**src/rtl/pipeline_stall_ctrl.sv**
```systemverilog
// Central stall controller for the five-stage pipeline: merges IF/ID/EX/MEM
// stall sources into one priority-encoded stall vector, and sequences EX multi-cycle ops and MEM bus waits.
module pipeline_stall_ctrl #(
    parameter int STALL_WIDTH  = 6,
    parameter int EX_CNT_WIDTH = 6,
    parameter int MEM_TIMEOUT  = 64
) (
    input  logic                    clk,
    input  logic                    rst,
    input  logic                    if_stall_req,
    input  logic                    id_stall_req,
    input  logic                    ex_op_start,
    input  logic [EX_CNT_WIDTH-1:0] ex_op_cycles,
    input  logic                    ex_flush,
    input  logic                    mem_req,
    input  logic                    mem_ack,
    output logic [STALL_WIDTH-1:0]  stall,
    output logic                    ex_op_done,
    output logic                    ex_busy,
    output logic                    mem_busy,
    output logic                    mem_timeout
);

    localparam int TIMER_WIDTH = $clog2(MEM_TIMEOUT + 1);
    localparam logic [TIMER_WIDTH-1:0] TIMER_LAST = TIMER_WIDTH'(MEM_TIMEOUT - 1);

    typedef enum logic {
        MEM_IDLE = 1'b0,
        MEM_WAIT = 1'b1
    } mem_state_t;

    mem_state_t               mem_state;
    logic [TIMER_WIDTH-1:0]   mem_timer;
    logic [EX_CNT_WIDTH-1:0]  ex_cnt;

    logic mem_stall;
    logic mem_expire;
    logic ex_stall;
    logic ex_start_ok;
    logic ex_multi;
    logic ex_done_raw;

    // MEM wait decode: release happens in the ack or expiry cycle itself.
    always_comb begin
        mem_stall  = 1'b0;
        mem_expire = 1'b0;
        if (mem_state == MEM_IDLE) begin
            mem_stall = mem_req && !mem_ack;
        end else if (!mem_ack) begin
            if (mem_timer == TIMER_LAST) begin
                mem_expire = 1'b1;
            end else begin
                mem_stall = 1'b1;
            end
        end
    end

    // A flush wins over a start: the op never begins.
    always_comb begin
        ex_start_ok = ex_op_start && !ex_flush && (ex_cnt == '0);
        ex_multi    = ex_op_cycles >= EX_CNT_WIDTH'(2);
        ex_stall    = (ex_start_ok && ex_multi) || (ex_cnt > EX_CNT_WIDTH'(1));
        ex_done_raw = !ex_flush &&
                      (((ex_cnt == EX_CNT_WIDTH'(1)) && !mem_stall) ||
                       (ex_start_ok && !ex_multi));
    end

    always_ff @(posedge clk) begin
        if (!rst) begin
            mem_state <= MEM_IDLE;
            mem_timer <= '0;
        end else begin
            case (mem_state)
                MEM_IDLE: begin
                    if (mem_req && !mem_ack) begin
                        mem_state <= MEM_WAIT;
                        mem_timer <= TIMER_WIDTH'(1);
                    end
                end
                MEM_WAIT: begin
                    if (mem_ack || mem_expire) begin
                        mem_state <= MEM_IDLE;
                        mem_timer <= '0;
                    end else begin
                        mem_timer <= mem_timer + TIMER_WIDTH'(1);
                    end
                end
                default: begin
                    mem_state <= MEM_IDLE;
                    mem_timer <= '0;
                end
            endcase
        end
    end

    // MEM back-pressure freezes the EX countdown.
    always_ff @(posedge clk) begin
        if (!rst) begin
            ex_cnt <= '0;
        end else if (ex_flush) begin
            ex_cnt <= '0;
        end else if (ex_start_ok && ex_multi) begin
            ex_cnt <= ex_op_cycles - EX_CNT_WIDTH'(1);
        end else if ((ex_cnt != '0) && !mem_stall) begin
            ex_cnt <= ex_cnt - EX_CNT_WIDTH'(1);
        end
    end

    always_comb begin
        stall       = '0;
        ex_op_done  = 1'b0;
        ex_busy     = 1'b0;
        mem_busy    = 1'b0;
        mem_timeout = 1'b0;
        if (rst) begin
            if (mem_stall) begin
                stall = STALL_WIDTH'(6'b011111);
            end else if (ex_stall) begin
                stall = STALL_WIDTH'(6'b001111);
            end else if (id_stall_req) begin
                stall = STALL_WIDTH'(6'b000111);
            end else if (if_stall_req) begin
                stall = STALL_WIDTH'(6'b000011);
            end
            ex_op_done  = ex_done_raw;
            ex_busy     = ex_cnt != '0;
            mem_busy    = mem_state == MEM_WAIT;
            mem_timeout = mem_expire;
        end
    end

endmodule
```
**config.mk**
```make
export PLATFORM = sky130hd
export DESIGN_NAME = pipeline_stall_ctrl
export DESIGN_NICKNAME = d
export VERILOG_FILES = /design/src/rtl/pipeline_stall_ctrl.sv
export SDC_FILE = /design/constraint.sdc
export NUM_CORES = 1
export LEC_CHECK = 0
export ABC_CLOCK_PERIOD_IN_PS = 2560
export CAP_MARGIN = 20
export CORE_MARGIN = 2
export CORE_UTILIZATION = 49
export CTS_BUF_LIST = sky130_fd_sc_hd__clkbuf_16
export DETAILED_ROUTE_END_ITERATION = 6
export PLACE_DENSITY = 0.79
export RECOVER_POWER = 100
export SETUP_SLACK_MARGIN = 0.02
export SYNTH_ARGS = -nofsm -noshare
export SYNTH_HDL_FRONTEND = slang
export SYNTH_SLANG_ARGS = --single-unit
```
**constraint.sdc**
```tcl
create_clock -name clk -period 2.56 [get_ports clk]
set_clock_uncertainty 0.15 [all_clocks]
set_input_delay 0.256 -clock clk [delete_from_list [all_inputs] [get_ports clk]]
set_output_delay 0.256 -clock clk [all_outputs]
set_load 0.02 [all_outputs]
```
After elaboration in Yosys (flattened, before gate mapping). Cells that the tools add are included.

Flip-flop bits (word level): 14. Bits in latches: 0. Memory bits (writable): 0. Memory bits (read-only): 0. Bits of input ports: 14. Output and inout port bits: 10. Word-level logic and storage cells: 55. Memories kept: 0.

$add $sub $neg: 3. Multipliers: 0. Divide/modulo/power cells: 0. Order comparisons: 2. Eq/ne operators: 3. Shift operators: 0. Muxes and demuxes: 23. Bitwise operators: 2. Reductions and logical operators: 19.

Operator list (number): 7-bit two-way mux (2); 7-bit case mux with 2 select lines (1); 1-bit two-way mux (12); 6-bit two-way mux (2); 6-bit by 1-bit subtractor with 6-bit output, second input constant (2); 5-bit two-way mux (2); 1-bit logical AND (8); 7-bit by 1-bit adder with 7-bit output, second input constant (1); 7-bit by 6-bit == test with 1-bit output, second input constant (1); 6-bit by 1-bit == test with 1-bit output, second input constant (1); 6-bit by 2-bit greater-or-equal comparator with 1-bit output, second input constant (1); 6-bit by 1-bit greater-than comparator with 1-bit output, second input constant (1); 6-bit zero test (1); 6-bit nonzero test (1); 1-bit zero test (4); 4-bit two-way mux (1); 1-bit logical OR (3); 3-bit two-way mux (1); 2-bit two-way mux (1); 2-bit by 1-bit != test with 1-bit output, second input constant (1); 1-bit inverter (2); 1-bit case mux with 2 select lines (1); 2-bit nonzero test (1); 2-bit OR reduction (1).

Depth between registers and ports, before layout. Gate-level depths: netlist (run 1).

Word-level depth: 9. Depth in mapped cells: 8. Gate-level depth less buffers: 7.

Worst setup path before layout (run 1). OpenSTA, ideal clock, no wires.

Path type: register to output. Start point: reg mem_timer[0]. End point: out stall[1]. Arrival: 1.731 ns. Required time: 2.154 ns. Setup slack: 0.423 ns. Stages on the path, launching flop included: 8. Buffers on the path: 1. Cells stage by stage: dfxtp_1 -> ha_1 -> nand3_1 -> o21a_1 -> nor4_1 -> nand2b_1 -> o21a_1 -> buf_4.

Longest elaborated chain between the ends: 6.

Ends and longest elaborated chain: from (decl) (RTL line 33) `logic [TIMER_WIDTH-1:0] mem_timer;`; from (signal assigned) (RTL line 85) `mem_timer <= mem_timer + TIMER_WIDTH'(1);`; 7-bit by 6-bit == test with 1-bit output (RTL line 50) `if (mem_timer == TIMER_LAST) begin`; 1-bit two-way mux (RTL line 50); 1-bit two-way mux (RTL line 49) `end else if (!mem_ack) begin`; 1-bit two-way mux (RTL line 47) `if (mem_state == MEM_IDLE) begin`; 5-bit two-way mux (RTL line 116) `if (mem_stall) begin`; 5-bit two-way mux (RTL line 115) `if (rst) begin`; to (decl) (RTL line 17) `output logic [STALL_WIDTH-1:0] stall,`.

No other way between the ends.

Final worst setup path (run 1).
Start point: reg ex_cnt[5]. End point: out stall[2].

Longest elaborated chain between the ends: 7. Elaborated cells on any way between the ends: 8. Classes of those cells: order compare: 1; mux: 3; reduce/logical: 4.

Ends and longest elaborated chain: from (decl) (RTL line 34) `logic [EX_CNT_WIDTH-1:0] ex_cnt;`; from (signal assigned) (RTL line 103) `ex_cnt <= ex_op_cycles - EX_CNT_WIDTH'(1);`; from (signal assigned) (RTL line 105) `ex_cnt <= ex_cnt - EX_CNT_WIDTH'(1);`; branches (longest 3 deep; another with 6-bit by 1-bit greater-than comparator with 1-bit output); 1-bit logical OR * (RTL line 62) `ex_stall = (ex_start_ok && ex_multi) || (ex_cnt > EX_CNT_WIDTH'(1));`; 4-bit two-way mux * (RTL line 118) `end else if (ex_stall) begin`; 5-bit two-way mux * (RTL line 116); 5-bit two-way mux * (RTL line 115).

Mark *: on every way between the ends.

==> flow_summary.toml, run 1 <==
[logic_synthesis]
avgSynthCellArea_sq_um = 8.14
synth_xor_area_share_pct = 5.93
seq_area_frac_synth_pct = 27.1
synthDistinctLibCells = 42
synth_compound_gate_area_share_pct = 23.6
ys.flop_type = "dfxtp_1"
syn-cell-area_sq_mm = 0.00103
yosysWarnings = 0
syn_nets = 147
synth.area.top_cells = "dfxtp_1, ha_1, xor2_1, a21oi_1, and2_1"
synth_top_area_share_pct = 27.1
yosys.area.top_type = "dfxtp_1"
synth_cells = 127
synth.mux.area_fraction_pct = 0
synth_top_family_by_area = "simple AND/OR/NAND/NOR gates"
synthArstFlopShare_pct = 0
yosys.area_share.simple_pct = 31.4
ys_seq_elements = 14
synth-adder-area-share_pct = 7.26
synth-edff-count = 0

[floorplan]
placementRows = 16
fp.dieH_microns = 49.9
fp.dieW_microns = 49.9
initial_core_util_pct = 52.1
die_area_sq_mm = 0.00249
io_pins = 24
coreArea_sq_mm = 0.00198

[power_and_ir_drop]
ir_drop_v = 0.000510
p_leak_nw = 0.624
p_per_area_mw_per_mm2 = 695

[placed_design]
hpwlAfterDp_mm = 2.02
dpl.cell_count = 191
portBuffers = 22
place_congestion = 0.824
place_area_sq_mm = 0.00140

[global_routing]
overflow = 0
grt_pass1_wl_mm = 4.33
grt_max_degree = 12
antenna_found_initial = 0
grt_pass1_vias = 1013
track_usage_pct = 22.4

[critical_path]
worstSetupStartpoint = "ex_cnt[5]"
rr_startpoint = "ex_cnt[0]"
critical_path_buf_inv_count = 1
critPathKind = "reg -> out"
start_kind = "register"
crit_required_ns = 2.15
r2r_slack_ns = 0.47
end_kind = "output port"
cp.arrival_ns = 2.06
cp_slowest_cell = "or4_4"
worstReg2RegEnd = "ex_cnt[5]"
cp_slowest_stage_delay_ns = 0.59
worstPathCellList = "or4_4 -> nor4_4 -> nand2b_1 -> and2_1 -> dlygate4sd2_1"
critical_path_depth = 5
cp-endpoint = "stall[2]"
rr_worst_depth = 7
critPathTopFamily = "simple AND/OR/NAND/NOR gates"
worst-path-max-fanout = 4

[finish]
multi_input_area_sq_um = 718
drive_above_1_share_pct = 18.5
final_cells = 195
fillCellCount = 156
final-seq-area_sq_um = 280
area_growth_pct = 41.9
final_area_sq_mm = 0.00147
num_antenna_cells = 0
nets = 189

[routing]
drc = 0
vias_per_cell = 5.54
drt_iter0_drc = 28
finalWirelength_mm = 2.60
dr.pass1.iters = 4
wl_per_cell_microns = 13.3
antenna_left = 0
num_vias = 1080

[worst_hold_path]
worstHoldStart = "mem_timer[6]"
hp-class = "reg -> reg"

[clocking]
cts_tree = "done"
cts_setup_buffers = 0
cts_inserted_buffers = 3
clock_latency_ns = 0.24
htreeDepth = 1
clk_pin_slew_ns = 0.05
cts_sinks = 14
root_buffer = "clkbuf_16"
clk_path_buf_depth = 2

[timing]
fin_setup_tns_ns = 0
setup_viol = 0
period_needed_ns = 2.47
hold_viol = 0
slew_headroom_pct = 57.7
slew_viol_final = 0
finalCritPeriodShare_pct = 96.4
fmax_mhz = 405
worst_pin_slew_ns = 0.633
rsz0062_at_grt = "false"

[flow_run]
drv_cap = 0

[run_status]
outcome = "complete, no violations"
## per-stage QoR
stage	power, mW	setup WS, ns	utilization (%)	hold WS [ns]
after global placement	0.701	-0.116	70.8	0.292
after detailed placement	0.718	-0.204	70.8	0.302
after floorplan	0.569	0.423	-	0.234
final	1.02	0.0919	74.0	0.308
after CTS	1.01	0.0620	74.7	0.307
after global routing	1.08	0.0263	74.0	0.331
## logic make-up after synthesis
logic type	after synthesis
simple gates	57
buf+inv	10
compound gates	32
other cells	1
flops	14
fa+ha+maj	6
xor+xnor	7
## cells in the final DEF, fill, tap and decap left out, types with 3 or more instances in the layout
cell type	netlist	layout
a21oi_1	8	8
a31oi_1	4	4
and2_0	0	3
and2_1	6	3
and3_1	4	4
buf_4	2	14
clkbuf_1	1	3
clkbuf_16	0	3
clkdlybuf4s50_1	0	15
dfxtp_1	14	14
dlygate4sd2_1	0	4
ha_1	6	6
inv_1	7	7
nand2_1	10	10
nand2b_1	3	3
nand3_1	5	5
nor2_1	10	9
nor2b_1	5	5
xor2_1	6	6
## worst reg2reg max path, cell delays in order, from the launching register on
cell and delay [ns]:
dfxtp_1 0.33, inv_1 0.12, ha_1 0.22, nand3b_1 0.12, clkbuf_4 0.15, a211oi_2 0.55
a21oi_1 0.13, and3_1 0.21
## timing repair
item                                   4_1_cts  5_1_grt
hold buffers                                 0        0
pin swaps                                    0        1
setup endpoints to repair                    6        3
resized for setup                            8        6
endpoints found under the hold margin        0        0
## synthesized netlist by cell type, drive strengths merged (2+ instances only)
library cell  count
nor3              2
nand2b            3
nand4b            2
a22oi             2
dfxtp            14
nor2             10
a31oi             4
and2              6
nor2b             5
xor2              6
ha                6
nand3b            2
o21a              2
nand3             5
nand4             2
and3              4
a311o             2
inv               7
nand2            10
a21oi             9
buf               2
o21ai             2
nor4              3
## power breakdown
| part | switching [mW] | leakage (nW) | internal (mW) |
|---|---|---|---|
| logic | 0.241 | 0.472 | 0.213 |
| registers | 0.0264 | 0.114 | 0.242 |
| clock network | 0.0891 | 0.0385 | 0.206 |
| total | 0.356 | 0.624 | 0.662 |
## sequential cells by signal (all words and copies together) (netlist names)
signal	flops
ex_cnt	6
mem_timer	7
mem_state	1
## layout make-up
| class | count | area share (%) |
|---|---|---|
| sequential | 14 | 19.1 |
| inverter | 7 | 1.79 |
| clock inverter | 1 | 0.256 |
| clock buffer | 3 | 5.12 |
| timing repair buffer | 40 | 22.4 |
| tap | 27 | 2.30 |
| multi-input combinational | 103 | 49.0 |
## worst min path at each step
stage | to | slack (ns) | depth (start not counted)
2_1_floorplan | mem_timer[1] | 0.23 | 1
3_3_place_gp | mem_timer[6] | 0.29 | 2
3_5_place_dp | mem_timer[6] | 0.30 | 2
4_1_cts | mem_timer[6] | 0.31 | 2
5_1_grt | mem_timer[6] | 0.33 | 2
6_report | mem_timer[6] | 0.31 | 2
## per-layer routing
layer	routed length, microns	vias up	track usage [%]	part of all wire [%]
li1	-	545	-	-
met1	1110	509	26.1	43
met2	1400	26	42.4	54
met3	89	0	5.45	3.4
met4	0	0	1.39	0
met5	0	-	0	0
No activity file was read; power rests on OpenSTA's default activity.
==> run 2, diff against run 1 <==
ABC_CLOCK_PERIOD_IN_PS = unset   (was 2560)
CORE_MARGIN = 5   (was 2)
==> run 2 against run 1 <==
Compared with the run above: sequential power shrank 1%; first-iteration DRC count is 21% higher; worst hold slack gained 0.017 ns; global-route usage is 4.6 points lower; total power decreased by 2.4%; cell area fell by 0.60%; via count up 2.6%; combinational power fell by 2%.
==> flow_summary.toml, run 2 (synthesis gave the netlist of run 1 again) <==
[critical_path]
rr_startpoint = "mem_timer[1]"
r2r_slack_ns = 0.40
start_kind = "input pin"
crit_required_ns = 2.15
critPathKind = "in -> out"
cp.arrival_ns = 2.07
end_kind = "output port"
rr_worst_depth = 7
worstReg2RegEnd = "ex_cnt[5]"
worst-path-max-fanout = 4

[clocking]
htreeDepth = 1
cts_tree = "done"
cts_sinks = 14
root_buffer = "clkbuf_16"
clock_latency_ns = 0.24
clk_path_buf_depth = 2
cts_setup_buffers = 0
cts_inserted_buffers = 3
ctsHoldBuffers = 0
clk_pin_slew_ns = 0.05

[timing]
finalCritPeriodShare_pct = 96.8
slew_viol_final = 0
fmax_mhz = 403
slew_headroom_pct = 63.2
setup_slack_ns = 0.0807
rsz0062_at_grt = "false"
fin_setup_tns_ns = 0
worst_pin_slew_ns = 0.552
hold_viol = 0
setup_viol = 0
period_needed_ns = 2.48

[worst_hold_path]
worstHoldStart = "mem_timer[6]"
hold-path-endpoint = "mem_timer[6]"
holdPathStages = 2
hp-class = "reg -> reg"

[floorplan]
initial_core_util_pct = 52.1
coreArea_sq_mm = 0.00198
io_pins = 24
fp.dieH_microns = 55.9
placementRows = 16
fp.dieW_microns = 55.9
die_area_sq_mm = 0.00313

[finish]
final_core_util_pct = 73.5
largest_reg_flops = 7
drive_above_1_share_pct = 18.0
nets = 189
regMostFlops = "mem_timer"
mostFrequentLayoutCell = "buf_4"
mostFrequentLayoutCells = "buf_4, clkdlybuf4s50_1, dfxtp_1, nor2_1, nand2_1"
reg.largest.list = "mem_timer (7), ex_cnt (6), mem_state (1)"
area_growth_pct = 41.0
num_antenna_cells = 0

[routing]
wl_per_cell_microns = 13.9
finalWirelength_mm = 2.70
vias_per_cell = 5.71
drt_iter0_drc = 34
drc = 0
antenna_left = 0
num_vias = 1108
dr.pass1.iters = 4

[placed_design]
place_congestion = 0.846
portBuffers = 22
hpwlAfterDp_mm = 2.07
post-place-ws_ns = -0.156

[global_routing]
track_usage_pct = 17.8
grt_max_degree = 11
grt_pass1_vias = 1042
antenna_found_initial = 0
overflow = 0
grt_pass1_wl_mm = 4.54

[flow_run]
drv_cap = 0

[run_status]
outcome = "complete, no violations"

[power_and_ir_drop]
p_per_area_mw_per_mm2 = 682
ir_drop_v = 0.000549
p_leak_nw = 0.622
-- run 2: worst max path at each step --
stage	from	end	slack [ns]
3_3_place_gp	ex_op_cycles[0]	stall[0]	-0.12
6_report	mem_ack	stall[4]	0.08
2_1_floorplan	mem_timer[0]	stall[1]	0.42
5_1_grt	ex_op_cycles[0]	stall[2]	0.01
4_1_cts	mem_timer[0]	stall[1]	0.05
3_5_place_dp	ex_op_cycles[0]	stall[1]	-0.16
-- run 2: final cells by class --
type | count | area [sq um]
clock buffer | 3 | 75.1
fill | 160 | 524
inverter | 7 | 26.3
multi-input combinational | 103 | 711
sequential | 14 | 282
tap | 27 | 33.8
timing repair buffer | 40 | 330
-- run 2: critical path, stage by stage --
cell and delay, ns:
dlygate4sd3_1 0.55, o21ba_2 0.25, o21a_1 0.15, buf_4 0.14, and2_1 0.12, clkdlybuf4s50_1 0.61
-- run 2: routing by layer --
metal / up-vias / part of all wire, % / track usage, %
met4: 0 / 1.1 / 5.08
met5: - / 0 / 0
met3: 4 / 5.1 / 4.64
met2: 38 / 55 / 33.8
met1: 520 / 39 / 19.1
li1: 546 / - / -
-- run 2: repair_timing --
item                                    4_1_cts  5_1_grt
hold endpoints to repair                      0        0
endpoints found under the setup margin        6        4
pin swaps                                     0        1
gates resized for setup                       8        7
-- run 2: power by group --
| group | total [mW] | leakage [nW] | internal [mW] | switching (mW) |
|---|---|---|---|---|
| logic | 0.445 | 0.471 | 0.212 | 0.233 |
| registers | 0.265 | 0.114 | 0.243 | 0.0226 |
| clock network | 0.284 | 0.0370 | 0.204 | 0.0805 |
-- run 2: stage by stage --
step	instance area (sq um)	power, mW	hold WS (ns)	cells
CTS	1480	1.01	0.322	194
detailed placement	1400	0.719	0.298	191
global route	1460	1.06	0.360	194
floorplan	1030	0.569	0.234	127
finish	1460	0.994	0.325	194
global placement	1400	0.707	0.294	191
